`src/rtl/dff_pipe_ap.sv`:
```
// dff_pipe_ap: elastic preset register pipeline with valid/ready, bubble collapsing, flush and occupancy
module dff_pipe_ap #(
  parameter int WIDTH = 32,
  parameter int STAGES = 4,
  parameter logic [WIDTH-1:0] PRESET_VAL = {WIDTH{1'b1}}
) (
  input  logic                         clk,
  input  logic                         rst_n,
  input  logic                         flush,
  input  logic                         in_valid,
  output logic                         in_ready,
  input  logic [WIDTH-1:0]             in_data,
  output logic                         out_valid,
  input  logic                         out_ready,
  output logic [WIDTH-1:0]             out_data,
  output logic [$clog2(STAGES+1)-1:0]  occupancy
);
  localparam int OW = $clog2(STAGES+1);
  logic [WIDTH-1:0] data_q [STAGES];
  logic [WIDTH-1:0] data_d [STAGES];
  logic [WIDTH-1:0] d_in [STAGES];
  logic [STAGES-1:0] v_q, v_d, v_in, rdy;
  logic [OW-1:0] occ_q, occ_d;
  logic acc, in_xfer, out_xfer;
  // rdy[i] is set when any stage at or after i is empty, or the output drains
  always_comb begin
    acc = out_ready;
    rdy = '0;
    for (int i = STAGES - 1; i >= 0; i--) begin
      acc = acc | ~v_q[i];
      rdy[i] = acc;
    end
  end
  always_comb begin
    d_in = data_q;
    v_in = v_q;
    d_in[0] = in_data;
    v_in[0] = in_valid;
    for (int i = 1; i < STAGES; i++) begin
      d_in[i] = data_q[i-1];
      v_in[i] = v_q[i-1];
    end
    v_d = v_q;
    data_d = data_q;
    for (int i = 0; i < STAGES; i++) begin
      v_d[i] = flush ? 1'b0 : (rdy[i] ? v_in[i] : v_q[i]);
      data_d[i] = (~flush & rdy[i] & v_in[i]) ? d_in[i] : data_q[i];
    end
  end
  assign in_ready = rdy[0] & ~flush & rst_n;
  assign out_valid = v_q[STAGES-1];
  assign out_data = data_q[STAGES-1];
  assign in_xfer = in_valid & in_ready;
  assign out_xfer = out_valid & out_ready;
  assign occ_d = flush ? '0 : occ_q + OW'(in_xfer) - OW'(out_xfer);
  assign occupancy = occ_q;
  always_ff @(posedge clk or negedge rst_n) begin
    if (!rst_n) begin
      v_q <= '0;
      occ_q <= '0;
      data_q <= '{default: PRESET_VAL};
    end else begin
      v_q <= v_d;
      occ_q <= occ_d;
      data_q <= data_d;
    end
  end
endmodule

```
`config.mk`:
```
export PLATFORM = sky130hd
export DESIGN_NAME = dff_pipe_ap
export DESIGN_NICKNAME = d
export VERILOG_FILES = /design/src/rtl/dff_pipe_ap.sv
export SDC_FILE = /design/constraint.sdc
export NUM_CORES = 1
export LEC_CHECK = 0
export CELL_PAD_IN_SITES_DETAIL_PLACEMENT = 1
export CELL_PAD_IN_SITES_GLOBAL_PLACEMENT = 1
export CORE_ASPECT_RATIO = 1.5
export CORE_MARGIN = 5
export CORE_UTILIZATION = 30
export CTS_CLUSTER_DIAMETER = 30
export DETAILED_ROUTE_END_ITERATION = 10
export PLACE_DENSITY_LB_ADDON = 0.1
export SLEW_MARGIN = 20
export SYNTH_ARGS = -nofsm -noshare
export SYNTH_HDL_FRONTEND = slang
export SYNTH_SLANG_ARGS = --single-unit
```
`constraint.sdc`:
```
create_clock -name clk -period 4.8 [get_ports clk]
set_clock_uncertainty 0.2 [all_clocks]
set_input_delay 0.48 -clock clk [delete_from_list [all_inputs] [get_ports clk]]
set_output_delay 0.48 -clock clk [all_outputs]
set_load 0.1 [all_outputs]
```
Yosys cells after proc, flatten, opt, wreduce, memory -nomap -nowiden
Cells that the tools add are included.
{"block": "op_classes", "bitwise": 20, "reduce_logical": 4, "n_addsub": 2, "mux": 9}
{"operator": "$and A1 B1 Y1", "count": 11}
{"operator": "$mux W1", "count": 8}
{"operator": "$reduce_bool A2 Y1", "count": 4}
{"operator": "$not A1 Y1", "count": 5}
{"operator": "$or A1 B1 Y1", "count": 4}
{"operator": "$add A3 B1 Y3", "count": 1}
{"operator": "$mux W3", "count": 1}
{"operator": "$sub A3 B1 Y3", "count": 1}
{"block": "word_totals", "wordCells": 44, "inputBits": 37, "ff_bits": 135, "out_inout_bits": 37}

Longest topological paths before layout
Gate-level depths: netlist of run 1.
{"block": "depth", "ltp_word": 11, "ltp_mapped": 11, "depth_no_buf": 10}

Least setup slack after synthesis of run 1
OpenSTA, ideal clock, no wires.
{"block": "synth_path", "path_type": "reg2reg", "start": "register v_q[3]", "end": "register occ_q[2], in the netlist occupancy[2]", "slack_ns": 1.956, "synth_period_minus_slack_ns": 2.844, "path_stages_with_launch": 12, "setup_time_ns": 0.131, "t_required_ns": 4.469, "n_path_buf": 1, "arrival_time_ns": 2.513, "cell_sequence": "dfrtp_1 > nor2b_4 > buf_6 > nand3_1 > nand4b_1 > ha_1 > inv_1 > ha_1 > inv_1 > fa_1 > xnor2_1 > nor2_1"}
{"block": "synth_via", "elab_chain_len": 11, "word_cells_on_any_way": 12, "classes_between": "add/sub (2); mux (1); bitwise (9)"}
{"element": "from (decl)", "line": "22", "source": "logic [STAGES-1:0] v_q, v_d, v_in, rdy;"}
{"element": "from (signal assigned)", "line": "63", "source": "v_q <= v_d;"}
{"element": "$not A1 Y1", "line": "30", "source": "acc = acc | ~v_q[i];"}
{"element": "$or A1 B1 Y1 (4 in series)", "line": "30"}
{"element": "$and A1 B1 Y1 (2 in series)", "line": "50", "source": "assign in_ready = rdy[0] & ~flush & rst_n;"}
{"element": "$and A1 B1 Y1", "line": "53", "source": "assign in_xfer = in_valid & in_ready;"}
{"element": "$add A3 B1 Y3", "line": "55", "source": "assign occ_d = flush ? '0 : occ_q + OW'(in_xfer) - OW'(out_xfer);"}
{"element": "$sub A3 B1 Y3 (*)", "line": "55"}
{"element": "$mux W3 (*)", "line": "55"}
{"element": "net occ_d[2]", "line": "23", "source": "logic [OW-1:0] occ_q, occ_d;"}
{"element": "to (signal assigned)", "line": "60", "source": "occ_q <= '0;"}
{"element": "to (signal assigned)", "line": "64", "source": "occ_q <= occ_d;"}
{"element": "to (decl)", "line": "23"}
Mark *: on every way through the listed nets, which the timed path passes. The rest lies on a longest branch.
A chain may end at the register's enable or synchronous reset.

Final worst setup path of run 1
{"block": "layout_path", "start": "input port flush", "end": "output port in_ready"}
{"block": "layout_via", "elab_chain_len": 3}
{"element": "from (decl)", "line": "9", "source": "input logic flush,"}
{"element": "$not A1 Y1", "line": "50"}
{"element": "$and A1 B1 Y1 (2 in series)", "line": "50"}
{"element": "to (decl)", "line": "11", "source": "output logic in_ready,"}
Every way passes these cells.

==> results of run 1 <==
## cell type report
type | instances | area (um^2)
fill | 1780 | 10890
sequential | 135 | 3538
multi-input combinational | 153 | 1764
timing repair buffer | 77 | 765.7
clock buffer | 25 | 506.7
tap | 217 | 271.5
clock inverter | 7 | 185.2
inverter | 5 | 18.77
## cell usage after synthesis
cell	number
clkbuf_1	1
mux2_2	97
or3b_1	1
and3b_1	1
nor2_1	6
a21oi_1	3
buf_12	3
nor2b_1	1
and2_1	2
inv_1	5
mux2_4	30
buf_2	6
xor2_1	1
nand3_1	1
fa_1	1
dfstp_2	128
nor2b_4	1
nand4b_1	1
buf_6	2
dfrtp_1	7
xnor2_1	1
a211o_1	2
buf_4	3
mux2_1	1
ha_1	2
a311oi_2	1
## state kept, by name, indices dropped and copies added (netlist names)
| name | flops |
|---|---|
| v_q | 4 |
| d_in | 96 |
| occupancy | 3 |
| out_data | 32 |
## worst min path at each step
stage | startpoint | end | slack [ns] | cells past startpoint
finish | rst_n | v_q[0] | -0.0003 | 2
global route | rst_n | v_q[0] | 0.05 | 2
CTS | rst_n | occupancy[0] | 0.17 | 2
detailed placement | v_q[1] | v_q[2] | 0.34 | 2
global placement | v_q[1] | v_q[2] | 0.29 | 2
floorplan | rst_n | occupancy[0] | -0.02 | 0
## layer usage
layer	part of all wire	wire length, um
met2	0.51	5493
met5	0	0
met4	0.020	211
met1	0.43	4619
met3	0.040	426
## kinds of logic (layout without fill, tap and decap cells)
family,after synthesis,after routing,synth area share
buffers and inverters,20,114,0.02895
adder cells (fa/ha/maj),3,3,0.008270
AO/OA/AOI/OAI,6,6,0.008729
AND/OR/NAND/NOR,14,14,0.01585
multiplexers,128,128,0.2853
flip-flops,135,135,0.6497
XOR/XNOR,2,2,0.003217
## power groups by stage
stage,combinational [mW],sequential [mW],clock [mW]
after floorplan,0.393,2.63,0
after global placement,1.45,1.90,0
after detailed placement,1.47,1.91,0
after CTS,1.47,1.90,1.56
after global routing,1.52,1.94,1.62
final,1.45,1.88,1.52
## through the flow
step,hold slack (ns),setup slack (ns)
after global placement,0.2908,1.519
after CTS,0.1720,1.490
after global routing,0.04523,1.428
after detailed placement,0.3367,1.499
after floorplan,-0.01559,1.956
final,-0.0002915,1.512
## worst max-delay path, cell delays in order
cell and delay (ns):
clkdlybuf4s50_1 0.67, and3b_1 0.32, clkdlybuf4s50_1 1.13
==> out/metrics.yaml, run 1 <==
sta:
  period_needed_ns: 3.288
  relSlewSlack: 0.3355
  fin_hold_ws_ns: -0.0002915
  timing.final.crit_share: 0.6851
  fmax_mhz: 304.1
  worst_slew_pin_slew_ns: 0.9936
  drv_slew: 0
  tns_ns: 0
  finalSetupViolations: 0
  hold_violations: 1
  rsz0062_at_grt: "no"
layout:
  layout_commonest_cell: "dfstp_2"
  syn2layout_area_growth_pct: 29.45
  diodes: 0
  final_cell_count_no_fill: 619
  layout-drive-gt1-share: 0.7289
  mostFrequentLayoutCells: "128 x dfstp_2, 97 x mux2_2, 72 x clkdlybuf4s50_1"
  nets: 429
  final_util: 0.3930
  fin_area_um2: 7051
grt:
  grt_max_degree: 84
  met3_usage: 0.03789
  use_met2: 0.1856
  grt_pass1_wl_um: 18020
  grt_busiest_layer: "met2"
  grtUsageTotal: 0.1126
  grt.met1_usage: 0.1333
  grt_pass1_vias: 3247
  antenna_found_initial: 0
  overflow: 0
min_path:
  worstHoldPathType: "input port to async pin"
worst_setup_path:
  rrSetupSlack_ns: 2.33
  regToRegEndpoint: "d_in[71]"
  r2r_cells: 4
  crit_type: "input port to output pin"
  cp-start-kind: "input port"
  regToRegStartpoint: "v_q[2]"
  worstPathMaxFanout: 13
  startpoint: "flush"
  crit_required_ns: 4.12
  crit_arrival_ns: 2.61
  endpoint: "in_ready"
  end_kind: "output pin"
logic_synthesis:
  synth.avg_cell_area_um2: 17.68
  ys_seq_elements: 135
  synthCells: 308
  synth-warning-count: 0
  synth.distinct_cells: 26
  yosysTopAreaCell: "dfstp_2"
  synth_area_leaders: "dfstp_2 62%, mux2_2 20%, mux2_4 8.3%, dfrtp_1 3.2%, buf_12 1.1%"
  yosysSeqAreaShare: 0.6497
  syn_area_um2: 5446
  syn_nets: 348
  synth_top_area_frac: 0.6175
routing:
  ant_nets: 0
  drt-pass1-iter-count: 4
  wl_per_cell_um: 17.37
  drc_errors: 0
  vias: 2777
  via_per_inst: 4.486
  wirelength_um: 10750
  drt_iter0_drc: 58
clock_tree:
  cts_resized: 0
  numCtsBuffers: 17
  clkSinkCount: 135
  htree_levels: 4
  postCtsSetupBuffers: 0
  ctsHoldBuffers: 0
  cts_tree: "done"
  clock_latency_ns: 0.41
  cts_max_path_buffers: 2
  clkSlewWorstSetupHoldPaths_ns: 0.06
  root_buffer: "clkbuf_16"
floorplanning:
  die_width_um: 120.0
  die_area_um2: 21010
  start_util: 0.3036
  io_pins: 74
  core_region_area_um2: 17940
  core.rowCount: 60
  die_h_um: 175.0
power_and_ir_drop:
  clkPwrFrac: 0.313
  intPower_mw: 3.255
  powerDensity_nw_per_um2: 688.6
  power_frac_seq: 0.388
  power.leakage_nw: 2.875
  switchingPower_mw: 1.601
  peakVddDrop_v: 0.0003038
  power_frac_comb: 0.299
  power.total_mw: 4.855
  swShare: 0.3297
placement:
  port_buffers: 73
  dp_hpwl_um: 6545
  dp.cells: 587
  placed_cell_area_um2: 6355
  gp_congestion: 0.6444
run_status:
  failed_checks: "hold timing"
  status: "finished, violations left"
job:
  drv_cap: 0
Power figures use the tool's default switching activity.
==> inputs of run 2 (changes only) <==
clock period = 2.85 ns   (was 4.8 ns; I/O delays follow)
==> run 2 against run 1 <==
Compared with the run above:
- the flow now finishes without violations
- worst hold slack better by 0.073 ns
- worst setup slack got worse by 0.98 ns
- sequential cell count unchanged
- power increased by 59%
- utilization is 0.75 points lower
==> out/metrics.yaml, run 2 (synthesis gave the netlist of run 1 again) <==
layout:
  mostFrequentLayoutCells: "128 x dfstp_2, 97 x mux2_2, 45 x buf_4"
  diodes: 0  # unchanged
  syn2layout_area_growth_pct: 26.97
  final_cell_count_no_fill: 624  # +0.81%
  largest_reg_flops: 96  # unchanged
  nets: 436  # +1.6%
  layout-drive-gt1-share: 0.8256  # +0.09670
  fillers: 1801  # +1.2%
  layout_commonest_cell: "dfstp_2"
worst_setup_path:
  max_stage_delay_ns: 0.41  # -0.72 ns
  crit_arrival_ns: 2.42  # -0.19 ns
  worstPathMaxFanout: 5  # -8
  worstPathCellList: "and2_1 -> nand3_1 -> nand4b_1 -> ha_1 -> inv_1 -> ha_1 -> inv_1 -> fa_1 -> xnor2_1 -> nor2_1"
  end_kind: "flop"
  crit_type: "flop to flop"
  crit_required_ns: 2.95  # -1.17 ns
  cp-start-kind: "flop"
  crit_slowest_cell: "dfrtp_1"
clock_tree:
  htree_levels: 4  # unchanged
  clkSinkCount: 135  # unchanged
  numCtsBuffers: 17  # unchanged
  cts_max_path_buffers: 2  # unchanged
  clock_latency_ns: 0.42  # about the same
  root_buffer: "clkbuf_16"
  clkSlewWorstSetupHoldPaths_ns: 0.06  # about the same
  cts_tree: "done"
  cts_resized: 0  # unchanged
power_and_ir_drop:
  power_frac_seq: 0.412  # +0.024
  peakVddDrop_v: 0.0005282  # +74%
  power_frac_comb: 0.311  # +0.012
  swShare: 0.3497  # +0.02005
  power.leakage_nw: 2.914  # +1.4%
  powerDensity_nw_per_um2: 1113  # +62%
  intPower_mw: 5.007  # +54%
  switchingPower_mw: 2.692  # +68%
  clkPwrFrac: 0.277  # -0.036
sta:
  rsz0062_at_grt: "no"
  hold_violations: 0  # -1
  timing.final.crit_share: 0.8141
  finalSetupViolations: 0  # unchanged
  tns_ns: 0  # unchanged
  drv_slew: 0  # unchanged
  period_needed_ns: 2.320
  worst_slew_pin_slew_ns: 0.7827  # -0.2109 ns
  fmax_mhz: 431.0
  relSlewSlack: 0.4782  # +0.1427
floorplanning:
  die_h_um: 175.0  # unchanged
  io_pins: 74  # unchanged
  core_region_area_um2: 17940  # unchanged
  die_width_um: 120.0  # unchanged
  core.rowCount: 60  # unchanged
  die_area_um2: 21010  # unchanged
  start_util: 0.3036  # unchanged
placement:
  dp_hpwl_um: 6962  # +6.4%
  port_buffers: 73  # unchanged
  dp.cells: 593  # +1.0%
  gp_congestion: 0.6246  # -3.1%
grt:
  antenna_found_initial: 0  # unchanged
  grt.met1_usage: 0.1314  # -0.001835
  overflow: 0  # unchanged
  grt_busiest_layer: "met2"
  met3_usage: 0.03627  # -0.001619
  grt_pass1_vias: 3201  # -1.4%
  grt_max_degree: 64  # -24%
  grt_pass1_wl_um: 17840  # -0.99%
  grtUsageTotal: 0.1125  # -0.0001214
  use_met2: 0.1856  # unchanged
routing:
  via_per_inst: 4.444  # -0.94%
  drc_errors: 0  # unchanged
  wl_per_cell_um: 17.40  # +0.20%
  vias: 2773  # -0.14%
  drt_iter0_drc: 87  # +50%
  wirelength_um: 10860  # +1.0%
  drt-pass1-iter-count: 3  # -1
  ant_nets: 0  # unchanged
min_path:
  worstHoldPathType: "input port to async pin"
job:
  drv_cap: 0  # unchanged
run_status:
  status: "finished, final reports clean"
## run 2: changes by cell type in the layout (fill, tap and decap cells not counted), sizes merged
cell and change:
buf +43, bufinv -4, clkbuf -3, clkdlybuf4s50 -37, clkinv +3, clkinvlp +2
dlygate4sd3 +1
## run 2: metal layers
layer  part of all wire  wire length (um)  up-vias
li1                   -                 -     1247
met1               0.42              4585     1453
met2               0.52              5623       54
met3              0.039               419       19
met4              0.021               229        0
met5                  0                 0        -
## run 2: worst paths after layout
kind                            start      endpoint  slack, ns  cells past startpoint
min in group clk           in_data[5]      d_in[69]       0.27                      2
min reg2reg                    v_q[1]        v_q[2]       0.36                      2
max in group asynchronous       rst_n      d_in[46]       1.40                      3
max reg2reg                    v_q[2]  occupancy[2]       0.53                     10
max                            v_q[2]  occupancy[2]       0.53                     10
min                             rst_n        v_q[0]       0.07                      2
## run 2: area by class of cell
| class | count | area [um^2] | share of cell area |
|---|---|---|---|
| Clock buffer | 22 | 474.2 | 0.06857 |
| Clock inverter | 8 | 98.84 | 0.01429 |
| Inverter | 5 | 18.77 | 0.002714 |
| Multi-Input combinational cell | 153 | 1764 | 0.2551 |
| Sequential cell | 135 | 3538 | 0.5117 |
| Tap cell | 217 | 271.5 | 0.03926 |
| Timing Repair Buffer | 84 | 749.5 | 0.1084 |
## run 2: metrics by stage
step	total power [mW]	cell area (um^2)	hold slack [ns]	setup slack (ns)	utilization
after floorplan	5.095	5446	-0.2106	0.006091	-
after global placement	5.590	6332	-0.04884	0.2476	0.3529
after detailed placement	5.637	6332	-0.04474	0.1728	0.3529
after CTS	7.838	6915	0.06347	0.5014	0.3854
after global routing	8.065	6915	0.07741	0.3985	0.3854
final	7.699	6915	0.07259	0.5298	0.3854
## run 2: power by group through the flow
stage	registers [mW]	clock network, mW	logic, mW
after floorplan	4.43	0	0.663
after global placement	3.20	0	2.39
after detailed placement	3.22	0	2.42
after CTS	3.19	2.22	2.42
after global routing	3.26	2.31	2.49
final	3.17	2.13	2.39
## run 2: worst max-delay path: cells and delay by family (launching register included)
family,cells,cell delay [ns]
adders and majority gates,3,0.79
and+or+nand+nor,4,0.53
DFF,1,0.41
xor gates and xnor gates,1,0.16
buffers and inverters,2,0.09
## run 2: what timing repair did
item,4_1_cts,5_1_grt
buffers inserted,0,0
hold buffers,1,0
endpoints found under the hold margin,17,0
==> inputs of run 3 (changes only) <==
clock period = 2 ns   (was 2.85 ns; I/O delays follow)
==> run 3 against run 2 <==
Compared with the run above:
- the flow now finishes with violations (setup timing)
- fmax grew 8.2%
- via count grew 3.5%
- cell count grew 3.5%
- worst setup slack lost 0.67 ns
- utilization grew 4.6 points
- register-to-register slack lost 0.67 ns
- first-iteration DRC count shrank 17%
- count of clock-buffer cells in the layout grew 1
- sequential power grew 47%
- design area grew 12%
- power grew 53%
==> out/metrics.yaml, run 3 (synthesis gave the netlist of run 1 again) <==
run_status:
  status: "finished, violations left"
  failed_checks: "setup timing"
layout:
  syn2layout_area_growth_pct: 42.04
  multi_input_area_um2: 1782  # +0.99%
  largest_reg_flops: 96  # unchanged
  final_cell_count_no_fill: 646  # +3.5%
  diodes: 0  # unchanged
  nets: 458  # +5.0%
  seqCellArea_um2: 3542  # +0.11%
  fin_area_um2: 7736  # +12%
  layout_commonest_cell: "dfstp_2"
  fillers: 1722  # -4.4%
  mostFrequentLayoutCells: "128 x dfstp_2, 96 x mux2_2, 41 x buf_12"
  layout-drive-gt1-share: 0.8462  # +0.02060
placement:
  dp_hpwl_um: 6646  # -4.5%
  dp.cells: 601  # +1.3%
  placed_cell_area_um2: 6883  # +8.7%
  port_buffers: 73  # unchanged
  gp_congestion: 0.6572  # +5.2%
routing:
  highest_layer: "met4"
  drt-pass1-iter-count: 3  # unchanged
  wl_per_cell_um: 17.88  # +2.8%
  vias: 2871  # +3.5%
  drc_errors: 0  # unchanged
  via_per_inst: 4.444  # about the same
  dr_wl_met3_um: 475  # +13%
  wl_met1_um: 4783  # +4.3%
  wl_met2_um: 6098  # +8.4%
  ant_nets: 0  # unchanged
  wirelength_um: 11550  # +6.4%
  drt_iter0_drc: 72  # -17%
worst_setup_path:
  crit_required_ns: 2.10  # -0.85 ns
  crit_arrival_ns: 2.24  # -0.18 ns
  end_kind: "flop"
  crit_type: "flop to flop"
  rrSetupSlack_ns: -0.14  # -0.67 ns
  cp-start-kind: "flop"
  worstPathMaxFanout: 3  # -2
job:
  drv_cap: 0  # unchanged
sta:
  drv_slew: 0  # unchanged
  tns_ns: -2.855  # -2.855 ns
  finalSetupViolations: 28  # +28
  fin_ws_ns: -0.1439  # -0.6738 ns
  fmax_mhz: 466.4  # +8.2%
  fin_hold_ws_ns: 0.1779  # +0.1053 ns
  rsz0062_at_grt: "yes"
  period_needed_ns: 2.144  # -0.1762 ns
  hold_violations: 0  # unchanged
  relSlewSlack: 0.4876  # +0.009387
  timing.final.crit_share: 1.072  # +0.2579
  worst_slew_pin_slew_ns: 0.7686  # -0.01408 ns
grt:
  grt_pass1_wl_um: 18820  # +5.5%
  grt_max_degree: 136  # +110%
  overflow: 0  # unchanged
  grtUsageTotal: 0.1190  # +0.006523
  antenna_found_initial: 0  # unchanged
  grt_pass1_vias: 3341  # +4.4%
clock_tree:
  root_buffer: "clkbuf_16"
  cts_max_path_buffers: 2  # unchanged
  clkSinkCount: 135  # unchanged
  clkSlewWorstSetupHoldPaths_ns: 0.06  # about the same
  htree_levels: 4  # unchanged
  numCtsBuffers: 17  # unchanged
  cts_tree: "done"
  clock_latency_ns: 0.42  # about the same
power_and_ir_drop:
  power.total_mw: 11.74  # +53%
  powerDensity_nw_per_um2: 1518  # +36%
  peakVddDrop_v: 0.0007226  # +37%
  power.leakage_nw: 3.231  # +11%
floorplanning:
  start_util: 0.3036  # unchanged
  core_region_area_um2: 17940  # unchanged
  die_area_um2: 21010  # unchanged
  die_h_um: 175.0  # unchanged
  io_pins: 74  # unchanged
  core.rowCount: 60  # unchanged
  die_width_um: 120.0  # unchanged
min_path:
  worstHoldPathType: "input port to flop"
==> run 3: cell count changes in the layout (fill, tap and decap cells not counted), sizes merged <==
cell,delta
buf,+21
clkbuf,+2
bufinv,-1
==> run 3: worst paths after layout <==
check                                start      endpoint  cells after the start
worst max-delay path                v_q[3]  occupancy[2]                     10
worst min-delay path            in_data[5]      d_in[69]                      2
worst max register to register      v_q[3]  occupancy[2]                     10
worst min register to register      v_q[0]        v_q[0]                      2
max in group asynchronous            rst_n      d_in[75]                      3
min in group asynchronous            rst_n        v_q[1]                      3
==> run 3: area by class of cell <==
class	count	area share
repair buffers	106	0.2009
clock inverters	7	0.008895
multi-input cells	153	0.2303
flip-flops and latches	135	0.4579
inverters	5	0.002426
clock buffers	23	0.06453
well taps	217	0.03510
==> run 3: through the flow <==
step	setup WS, ns	util
finish	-0.1439	0.4312
global route	-0.2488	0.4312
CTS	-0.1720	0.4268
detailed placement	-0.3616	0.3836
global placement	-0.3420	0.3836
floorplan	-0.4257	-
==> run 3: worst max-delay path, stage by stage, from the launching register on <==
cell and delay, ns:
dfrtp_4 0.47, nor2b_4 0.13, nand3_2 0.08, nand4b_1 0.09, ha_1 0.28, inv_1 0.06
ha_1 0.13, inv_1 0.05, fa_2 0.33, xnor2_1 0.16, nor2_1 0.06
==> run 3: per-layer routing <==
metal  track usage  vias to the layer above
met2        0.1994                       57
li1              -                     1309
met3       0.03983                       16
met1        0.1405                     1489
met4       0.04587                        0
met5             0                        -
==> run 3: repair_timing <==
action / 4_1_cts / 5_1_grt
pin swaps: 1 / 5
endpoints found under the setup margin: 19 / 66
buffers inserted: 2 / 6
hold endpoints to repair: 7 / 0
hold buffers: 1 / 0
cloned: 5 / 1
resized for setup: 9 / 7
==> run 3: power by group <==
group / switching, mW / internal (mW)
Sequential: 0.547 / 4.11
Combinational: 2.31 / 1.80
Clock: 1.12 / 1.86
